==> src/rtl/uart_pkg.sv <==
// Shared UART types and constants: FSM state encoding, data width, line levels.
package uart_pkg;

    typedef enum logic [2:0] {
        IDLE,
        START,
        DATA,
        PARITY,
        STOP
    } state_t;

    localparam int UART_DATA_BITS = 8;

    localparam logic UART_IDLE  = 1'b1;
    localparam logic UART_START = 1'b0;

endpackage

==> src/rtl/uart_baud_cnt.sv <==
// Bit-period counter; tick marks the last clk cycle of each serial bit.
module uart_baud_cnt #(
    parameter int CLKS_PER_BIT = 1
) (
    input  logic clk,
    input  logic rst,
    input  logic clr,
    output logic tick
);

    localparam int W = (CLKS_PER_BIT > 1) ? $clog2(CLKS_PER_BIT) : 1;
    localparam logic [W-1:0] LAST = W'(CLKS_PER_BIT - 1);

    logic [W-1:0] cnt;

    assign tick = (cnt == LAST);

    always_ff @(posedge clk) begin
        if (rst || clr || tick) begin
            cnt <= '0;
        end else begin
            cnt <= cnt + 1'b1;
        end
    end

endmodule

==> src/rtl/uart_tx.sv <==
// Byte-serial UART transmitter: start, 8 data bits LSB first, stop bits.
// Define UART_TX_PARITY_EN to add a parity bit after D7.
module uart_tx
    import uart_pkg::*;
#(
    parameter int CLKS_PER_BIT = 1,
    parameter int STOP_BITS    = 2,
    parameter int PARITY_ODD   = 0
) (
    input  logic                      clk,
    input  logic                      rst,
    input  logic [UART_DATA_BITS-1:0] data,
    input  logic                      valid,
    output logic                      ready,
    output logic                      tx,
    output logic                      busy
);

    if (CLKS_PER_BIT < 1) begin : g_bad_cpb
        $error("uart_tx: CLKS_PER_BIT must be >= 1");
    end
    if (STOP_BITS != 1 && STOP_BITS != 2) begin : g_bad_stop
        $error("uart_tx: STOP_BITS must be 1 or 2");
    end
    if (PARITY_ODD != 0 && PARITY_ODD != 1) begin : g_bad_par
        $error("uart_tx: PARITY_ODD must be 0 or 1");
    end

    localparam logic [2:0] LAST_IDX  = 3'(UART_DATA_BITS - 1);
    localparam logic       LAST_STOP = 1'(STOP_BITS - 1);

    state_t                    state, state_n;
    logic [UART_DATA_BITS-1:0] shift, shift_n;
    logic [2:0]                idx, idx_n;
    logic                      stop_cnt, stop_cnt_n;
    logic                      tx_n;
    logic                      tick;
    logic                      accept;
    logic                      last_stop;
`ifdef UART_TX_PARITY_EN
    localparam logic PAR_ODD = 1'(PARITY_ODD);
    logic par, par_n;
`endif

    uart_baud_cnt #(
        .CLKS_PER_BIT(CLKS_PER_BIT)
    ) u_baud (
        .clk (clk),
        .rst (rst),
        .clr (accept),
        .tick(tick)
    );

    // Accepting in the final stop cycle chains frames with no idle gap.
    assign last_stop = (state == STOP) && tick && (stop_cnt == LAST_STOP);
    assign ready     = (state == IDLE) || last_stop;
    assign accept    = valid && ready;

    always_comb begin
        state_n    = state;
        shift_n    = shift;
        idx_n      = idx;
        stop_cnt_n = stop_cnt;
        tx_n       = tx;
`ifdef UART_TX_PARITY_EN
        par_n      = par;
`endif
        if (accept) begin
            state_n    = START;
            shift_n    = data;
            idx_n      = '0;
            stop_cnt_n = '0;
            tx_n       = UART_START;
`ifdef UART_TX_PARITY_EN
            par_n      = (^data) ^ PAR_ODD;
`endif
        end else if (tick) begin
            unique case (state)
                START: begin
                    state_n = DATA;
                    tx_n    = shift[0];
                end
                DATA: begin
                    shift_n = shift >> 1;
                    idx_n   = idx + 1'b1;
                    if (idx == LAST_IDX) begin
`ifdef UART_TX_PARITY_EN
                        state_n = PARITY;
                        tx_n    = par;
`else
                        state_n = STOP;
                        tx_n    = UART_IDLE;
`endif
                    end else begin
                        tx_n = shift[1];
                    end
                end
`ifdef UART_TX_PARITY_EN
                PARITY: begin
                    state_n = STOP;
                    tx_n    = UART_IDLE;
                end
`endif
                STOP: begin
                    stop_cnt_n = stop_cnt + 1'b1;
                    if (stop_cnt == LAST_STOP) begin
                        state_n    = IDLE;
                        stop_cnt_n = '0;
                    end
                end
                default: ;
            endcase
        end
    end

    always_ff @(posedge clk) begin
        if (rst) begin
            state    <= IDLE;
            shift    <= '0;
            idx      <= '0;
            stop_cnt <= '0;
            tx       <= UART_IDLE;
            busy     <= 1'b0;
`ifdef UART_TX_PARITY_EN
            par      <= 1'b0;
`endif
        end else begin
            state    <= state_n;
            shift    <= shift_n;
            idx      <= idx_n;
            stop_cnt <= stop_cnt_n;
            tx       <= tx_n;
            busy     <= (state_n != IDLE);
`ifdef UART_TX_PARITY_EN
            par      <= par_n;
`endif
        end
    end

endmodule

==> config.mk <==
export PLATFORM = sky130hd
export DESIGN_NAME = uart_tx
export DESIGN_NICKNAME = d
export VERILOG_FILES = /design/src/rtl/uart_pkg.sv /design/src/rtl/uart_baud_cnt.sv /design/src/rtl/uart_tx.sv
export SDC_FILE = /design/constraint.sdc
export NUM_CORES = 1
export LEC_CHECK = 0
export CORE_MARGIN = 4
export CORE_UTILIZATION = 30
export DETAILED_ROUTE_END_ITERATION = 8
export PLACE_DENSITY = 0.58
export SLEW_MARGIN = 20
export SYNTH_ARGS = -nofsm -noshare
export SYNTH_HDL_FRONTEND = slang
export SYNTH_HIERARCHICAL = 1
export SYNTH_SLANG_ARGS = --single-unit
export TNS_END_PERCENT = 10
==> constraint.sdc <==
create_clock -name clk -period 1.3 [get_ports clk]
set_input_delay 0.39 -clock clk [delete_from_list [all_inputs] [get_ports clk]]
set_output_delay 0.39 -clock clk [all_outputs]
set_load 0.01 [all_outputs]
Yosys cells after proc, flatten, opt, wreduce, memory -nomap -nowiden:

Cells that the tools add are included.

* muxes and demuxes: 13
* $add $sub $neg: 3
* bitwise logic cells: 1
* eq/ne operators: 5
* reduce and logical (&&, ||, !) cells: 15

Operators by type and width (number)
* $mux W8: 3
* $mux W3: 4
* $pmux W3 S3: 1
* $reduce_and A2 Y1: 4
* $eq A3 B3 Y1 const B: 2
* $reduce_bool A3 Y1: 2
* $mux W1: 4
* $add A3 B1 Y3 const B: 1
* $eq A3 B1 Y1 const B: 1
* $eq A3 B2 Y1 const B: 1
* $logic_and A1 B1 Y1: 3
* $logic_not A3 Y1: 1
* $logic_or A1 B1 Y1: 3
* $add A1 B1 Y1 const B: 2
* $ne A2 B1 Y1 const B: 1
* $pmux W1 S2: 1
* $reduce_bool A2 Y1: 1
* $reduce_or A2 Y1: 1
* $not A1 Y1: 1

* output and inout bits: 3
* register bits after elaboration: 18
* logic and storage cells: 44
* input bits: 11

Depth between registers and ports, before layout:

Gate-level depths: netlist (run 1).

* depth after elaboration: 7
* mapped depth: 6
* depth with buffers taken out: 6

By module:

The synthesis (run 1) kept the hierarchy.

By module, submodules not included
* uart_tx: sequential area each 340.3 sq um, times used 1, cells each 84, area each 802.0 sq um
* uart_baud_cnt: sequential area each 20.0 sq um, times used 1, cells each 3, area each 27.5 sq um

Worst setup path after synthesis (run 1):

Ideal clock, no wire load.

* kind: flip-flop to flip-flop
* start: reg state[2]
* end: reg shift[5]
* setup slack: 0.092 ns
* clock period less this slack: 1.208 ns
* buffers on the path: 1
* setup time: 0.086 ns
* stages on the path, launching flop included: 6
* data arrival time: 1.123 ns
* path through: dfxtp_1 -> a21bo_2 -> nand3_2 -> buf_2 -> nor2_1 -> a211oi_1

* word-level cells in the longest chain between the ends: 7

RTL lines
* from (decl): RTL line uart_tx.sv:32 `state_t state, state_n;`
* from (signal assigned): RTL line uart_tx.sv:128 `state <= state_n;`
* $eq A3 B3 Y1: RTL line uart_tx.sv:55 `assign last_stop = (state == STOP) && tick && (stop_cnt == LAST_STOP);`
* $logic_and A1 B1 Y1 (2 in a row): RTL line uart_tx.sv:55
* $logic_or A1 B1 Y1: RTL line uart_tx.sv:56 `assign ready = (state == IDLE) || last_stop;`
* $logic_and A1 B1 Y1: RTL line uart_tx.sv:57 `assign accept = valid && ready;`
* $ne A2 B1 Y1 (no line) / $reduce_bool A2 Y1 (equally long branches)
* $reduce_and A2 Y1 (no line)
* to (signal assigned): RTL line uart_tx.sv:129 `shift <= shift_n;`
* to (decl): RTL line uart_tx.sv:33 `logic [UART_DATA_BITS-1:0] shift, shift_n;`

Parallel ways exist; a longest one is shown, timed or not.
A chain may end at the register's enable or synchronous reset.

Worst setup path in the final report (run 1):

* start: reg u_baud.cnt
* end: out ready

* word-level cells in the longest chain between the ends: 4

RTL lines
* from (decl): RTL line uart_baud_cnt.sv:14 `logic [W-1:0] cnt;`
* from (signal assigned): RTL line uart_baud_cnt.sv:22 `cnt <= cnt + 1'b1;`
* $not A1 Y1 (no line)
* via tick: RTL line uart_tx.sv:37 `logic tick;`
* $logic_and A1 B1 Y1 (2 in a row): RTL line uart_tx.sv:55
* $logic_or A1 B1 Y1: RTL line uart_tx.sv:56
* to (decl): RTL line uart_tx.sv:14 `output logic ready,`

The timed path passes the listed nets, and every way through them passes these cells.

==> results of run 1 <==
[layout make-up]
type                    instances  area [um2]
fillers                       258        1390
multi-input cells              62         468
flip-flops and latches         18         365
repair buffers                 25         253
well taps                      30        37.5
clock buffers                   4        36.3
inverters                       3        13.8
[worst max-delay path, stage by stage (launching register included)]
cell and delay (ns):
dfxtp_2 0.33, inv_2 0.03, a21bo_4 0.20, and2_4 0.16, buf_6 0.11
[through the flow]
step	setup WS [ns]	hold WS (ns)	setup TNS [ns]	util, %	instances
2_1_floorplan	0.0920	0.460	0	-	87
3_3_place_gp	-0.265	0.472	-2.01	42.5	138
3_5_place_dp	-0.269	0.480	-2.70	42.5	138
4_1_cts	-0.226	0.498	-0.264	44.3	142
5_1_grt	-0.252	0.520	-0.473	45.7	142
6_report	-0.208	0.494	-0.208	45.7	142
[layer usage]
metal,track usage [%],vias up
met3,2.13,0
li1,-,357
met4,4.64,0
met2,15.1,9
met1,12.9,301
met5,0,-
[sequential cells by signal, indices dropped and copies added, names as in the netlist]
name,count
stop_cnt,1
shift,8
busy,1
tx,1
state,3
idx,3
u_baud/cnt,1
[cells in the final DEF (no fill, tap or decap), types with 2 or more instances in the layout]
cell / n
clkdlybuf4s50_1: 10
a22oi_1: 2
nand2b_4: 2
buf_12: 3
dfxtp_1: 14
a211oi_1: 6
dfxtp_2: 4
clkbuf_4: 3
nor3_1: 5
nand2_1: 4
buf_4: 9
nand3b_1: 3
a21oi_1: 6
xnor2_1: 2
nor2_1: 8
mux2i_1: 8
[cell families (layout without fill, tap and decap cells)]
| family | count (synthesis) | in the layout | synth area share [%] |
|---|---|---|---|
| buf+inv | 7 | 32 | 5.28 |
| flops | 18 | 18 | 43.4 |
| other cells | 1 | 1 | 0.452 |
| mux | 8 | 8 | 9.65 |
| fa+ha+maj | 2 | 2 | 3.02 |
| simple gates | 29 | 29 | 19.9 |
| xor+xnor | 3 | 3 | 3.17 |
| compound gates | 19 | 19 | 15.1 |
[synthesized netlist by cell type (all sizes together), types with 3 or more instances]
master / number
a21oi: 6
dfxtp: 18
nor3: 5
a22oi: 3
nor2: 9
inv: 3
nand3b: 3
nand2: 4
a211oi: 6
mux2i: 8
[path summary, 6_finish.rpt]
check                        start                     to  slack [ns]  cells past startpoint
max          u_baud/cnt$_SDFF_PP0_                  ready       -0.21                      4
min          shift[7]$_SDFFE_PP0P_  shift[7]$_SDFFE_PP0P_        0.49                      2
max reg2reg  u_baud/cnt$_SDFF_PP0_  shift[4]$_SDFFE_PP0P_        0.02                      7
min reg2reg  shift[7]$_SDFFE_PP0P_  shift[7]$_SDFFE_PP0P_        0.49                      2
[timing repair]
item	4_1_cts	5_1_grt
gates resized for setup	10	14
setup endpoints to repair	11	15
pin swaps	5	4
setup buffers	0	0
hold buffers	0	0
[power by group through the flow]
| stage | Combinational (mW) | Sequential [mW] | Clock, mW |
|---|---|---|---|
| 6_report | 0.223 | 0.604 | 0.334 |
| 5_1_grt | 0.242 | 0.610 | 0.373 |
| 4_1_cts | 0.216 | 0.603 | 0.355 |
| 3_5_place_dp | 0.212 | 0.616 | 0 |
| 3_3_place_gp | 0.207 | 0.615 | 0 |
| 2_1_floorplan | 0.0997 | 0.619 | 0 |
==> summary.md, run 1 <==
| Metric | Value |
|---|---|
| Final Total Pwr | `1.16 mW` |
| Clock network fraction of total power | `28.8%` |
| Chip width | `60.6 um` |
| Overall routing resource usage | `9.77%` |
| Die height | `60.6 um` |
| Synth Warn # | `6` |
| RSZ-0062 raised after global routing | `yes` |
| Clock root cell | `clkbuf_4` |
| Count of flip-flops with a built-in enable after synthesis | `0` |
| DR top layer | `met3` |
| Outcome | `complete, but fails checks` |
| Post-synth cell types | `30` |
| IO Count | `14` |
| Die Area | `0.00367 mm2` |
| Syn_area_per_cell | `9.54 um2` |
| Inserted Clock Buffers | `3` |
| Post-Syn Instances | `87` |
| Data arrival, critical path | `1.12 ns` |
| Routed length per instance | `11.8 um` |
| Period utilisation layout | `116%` |
| Largest net degree at the start of global routing | `16` |
| Worst Setup Path Type | `reg2out` |
| Combinational Power Share | `19.2%` |
| Synth top area share | `43.4%` |
| Routability congestion estimate | `0.697` |
| Switching power share of the total | `24.3%` |
| Hold Crit Class | `reg2reg` |
| Area post-placement | `0.00109 mm2` |
| Psw | `0.282 mW` |
| DRT iter0 DRCs | `12` |
| Final Slew Violations | `0` |
| Clock Sinks | `18` |
| # rows | `18` |
| Largest cells by area after synthesis | `dfxtp_1, mux2i_1, a211oi_1` |
| Synth area leader | `dfxtp_1` |
| Maxcap violations | `0` |
| # diodes | `0` |
| Initial antenna violation count | `0` |
| Ys flop type | `dfxtp_1` |
| Pleak | `0.448 nW` |
| Critical Path Start Type | `flop` |
| Min cycle time layout | `1.51 ns` |
| Metal1 wirelength | `820 um` |
| First-pass GRT wire length | `2700 um` |
| Vias in the first global route | `642` |
| Failing checks | `negative setup slack` |
| Clock buffer depth | `2` |
| Clock-pin slew on the worst setup and hold paths | `0.10 ns` |
| Worst EP required | `0.91 ns` |
| H-tree lvl count | `1` |
| # DRC | `0` |
| Power Internal | `0.880 mW` |
| Detail Route met3 WL | `66 um` |
| Mapped cell area | `830 um2` |
| Clock Skew | `0.00443 ns` |
| First-pass DRT Iterations | `3` |
| Via/cell ratio | `4.70` |
| Net count after synthesis | `100` |
| Worst Slack Setup Final | `-0.208 ns` |
| Core area | `0.00257 mm2` |
| Max VDD drop | `547 uV` |
| Pwr dens | `990 mW/mm2` |
| Final WL | `1680 um` |
| CP max FO | `2` |
| Final instance area | `0.00117 mm2` |
| Sequential power share | `52.0%` |
| Vias | `667` |
| Seq/Total Area, Yosys | `43.4%` |
| Final Hold Viols | `0` |
| Max Freq | `663 MHz` |
| Clock Latency Late Sink | `0.29 ns` |
| Total gr overflow | `0` |
| CTS tree | `done` |
| Synth Register Bits | `18` |
| Layout Nets | `126` |
| Ratio of cells with drive above 1 in the final layout | `30.4%` |
| I/O Buffers | `13` |
| DP Wirelength | `1220 um` |
| FFs w/ async S/R, synth | `0%` |
| Crit end category | `output port` |
| Metal2 WL | `794 um` |
| Post-DRT Antenna Nets | `0` |
| Area delta synth->final | `41.5%` |
| Initial Utilization | `32.3%` |
| Final setup fails | `1` |
Power figures use the tool's default switching activity.
==> inputs of run 2 (changes only) <==
--- a/config.mk
+++ b/config.mk
@@ -8,6 +8,7 @@
 export CORE_MARGIN = 4
 export CORE_UTILIZATION = 30
 export DETAILED_ROUTE_END_ITERATION = 8
+export MAX_ROUTING_LAYER = met4
 export PLACE_DENSITY = 0.58
 export SLEW_MARGIN = 20
 export SYNTH_ARGS = -nofsm -noshare
==> run 2 against run 1 <==
Against the previous run: the flow still finishes with violations (negative setup slack); clock power barely moved; wire length unchanged; combinational power barely moved; highest routed layer unchanged; critical path type unchanged; final cell count did not move; non-clock buffer count unchanged; fmax barely moved; die area unchanged.
==> summary.md, run 2 (synthesis gave the netlist of run 1 again) <==
| Metric | Value |
|---|---|
| Outcome | `complete, but fails checks` |
| Failing checks | `negative setup slack` |
| Max Freq | `663 MHz` |
| Most frequent cells in the layout | `dfxtp_1, clkdlybuf4s50_1, buf_4` |
| Layout Nets | `126` |
| Vias in the first global route | `641` |
| Biggest regs | `shift (8), idx (3), state (3)` |
| Ratio of cells with drive above 1 in the final layout | `30.4%` |
| RSZ-0062 raised after global routing | `yes` |
| Final setup fails | `1` |
| Clock Latency Late Sink | `0.29 ns` |
| Clock root cell | `clkbuf_4` |
| Max VDD drop | `547 uV` |
| H-tree lvl count | `1` |
| HP Start | `shift[7]$_SDFFE_PP0P_` |
| Pwr dens | `990 mW/mm2` |
| Pleak | `0.448 nW` |
| DRT iter0 DRCs | `12` |
| Final instance area | `0.00117 mm2` |
| Die height | `60.6 um` |
| Initial antenna violation count | `0` |
| Register area | `365 um2` |
| I/O Buffers | `13` |
| Critical Path Start Type | `flop` |
| Data arrival, critical path | `1.12 ns` |
| Post-route setup TNS | `-0.208 ns` |
| Crit end category | `output port` |
| # diodes | `0` |
| Worst Slack Setup Final | `-0.208 ns` |
| Final WL | `1680 um` |
| Final Hold Viols | `0` |
| Post-CTS setup buffer count | `0` |
| Vias | `667` |
| Routed length per instance | `11.8 um` |
| CTS tree | `done` |
| Largest reg by FF count | `shift` |
| Clock Sinks | `18` |
| Period utilisation layout | `116%` |
| IO Count | `14` |
| Setup crit start | `u_baud/cnt$_SDFF_PP0_` |
| Most common cell after layout, fill and taps aside | `dfxtp_1` |
| Max FFs per register | `8` |
| Min cycle time layout | `1.51 ns` |
| Hold WS | `0.494 ns` |
| Die Area | `0.00367 mm2` |
| DP Wirelength | `1220 um` |
| Hold Crit Class | `reg2reg` |
| Worst Setup Path Type | `reg2out` |
| # rows | `18` |
| Worst flop-to-flop path startpoint | `u_baud/cnt$_SDFF_PP0_` |
| Area delta synth->final | `41.5%` |
| Dpl cells | `138` |
| Chip width | `60.6 um` |
| Multi-input logic area | `468 um2` |
| Area post-placement | `0.00109 mm2` |
| CP max FO | `2` |
| Core area | `0.00257 mm2` |
| # DRC | `0` |
| First-pass GRT wire length | `2700 um` |
| Routability congestion estimate | `0.705` |
| Worst EP required | `0.91 ns` |
| Clock-pin slew on the worst setup and hold paths | `0.10 ns` |
| Total gr overflow | `0` |
| Maxcap violations | `0` |
| Non-filler cells, final | `142` |
| Via/cell ratio | `4.70` |
| Final Slew Violations | `0` |
| Clock buffer depth | `2` |
| Clock Skew | `0.00434 ns` |
| Inserted Clock Buffers | `3` |
| Initial Utilization | `32.3%` |
| First-pass DRT Iterations | `3` |
| Largest net degree at the start of global routing | `16` |
| Overall routing resource usage | `10.1%` |
| Post-DRT Antenna Nets | `0` |
| Fillers | `258` |
==> run 2: layout make-up <==
type | instances | area share (%)
flip-flops and latches | 18 | 31.1
clock buffers | 4 | 3.09
well taps | 30 | 3.20
repair buffers | 25 | 21.5
inverters | 3 | 1.17
multi-input cells | 62 | 39.9
==> run 2: critical path, cell delays in order (launching register included) <==
cell     delay, ns
dfxtp_2       0.33
inv_2         0.03
a21bo_4       0.20
and2_4        0.16
buf_6         0.11
==> run 2: routing by layer <==
metal,wire length [um],track usage (%),up-vias
met5,0,-,-
met4,0,4.64,0
met3,60,1.91,0
met2,794,15.1,9
met1,827,13.0,301
li1,-,-,357
==> run 2: power breakdown <==
part	leakage [nW]	switching, mW	internal, mW
Sequential	0.149	0.0177	0.587
Combinational	0.278	0.100	0.123
Clock	0.0210	0.164	0.170
==> run 2: repair_timing <==
item / 4_1_cts / 5_1_grt
pin swaps: 5 / 4
resized for setup: 10 / 14
hold buffers: 0 / 0
endpoints found under the setup margin: 11 / 15
==> run 2: through the flow <==
step	power (mW)	utilization [%]	worst slack [ns]
2_1_floorplan	0.718	-	0.0920
3_3_place_gp	0.822	42.5	-0.265
3_5_place_dp	0.828	42.5	-0.269
4_1_cts	1.17	44.3	-0.226
5_1_grt	1.22	45.7	-0.252
6_report	1.16	45.7	-0.208
==> run 2: worst paths after layout <==
kind | end | slack (ns) | depth (start not counted)
hold / removal | shift[7]$_SDFFE_PP0P_ | 0.49 | 2
hold reg to reg | shift[7]$_SDFFE_PP0P_ | 0.49 | 2
setup / recovery | ready | -0.21 | 4
setup reg to reg | shift[4]$_SDFFE_PP0P_ | 0.02 | 7
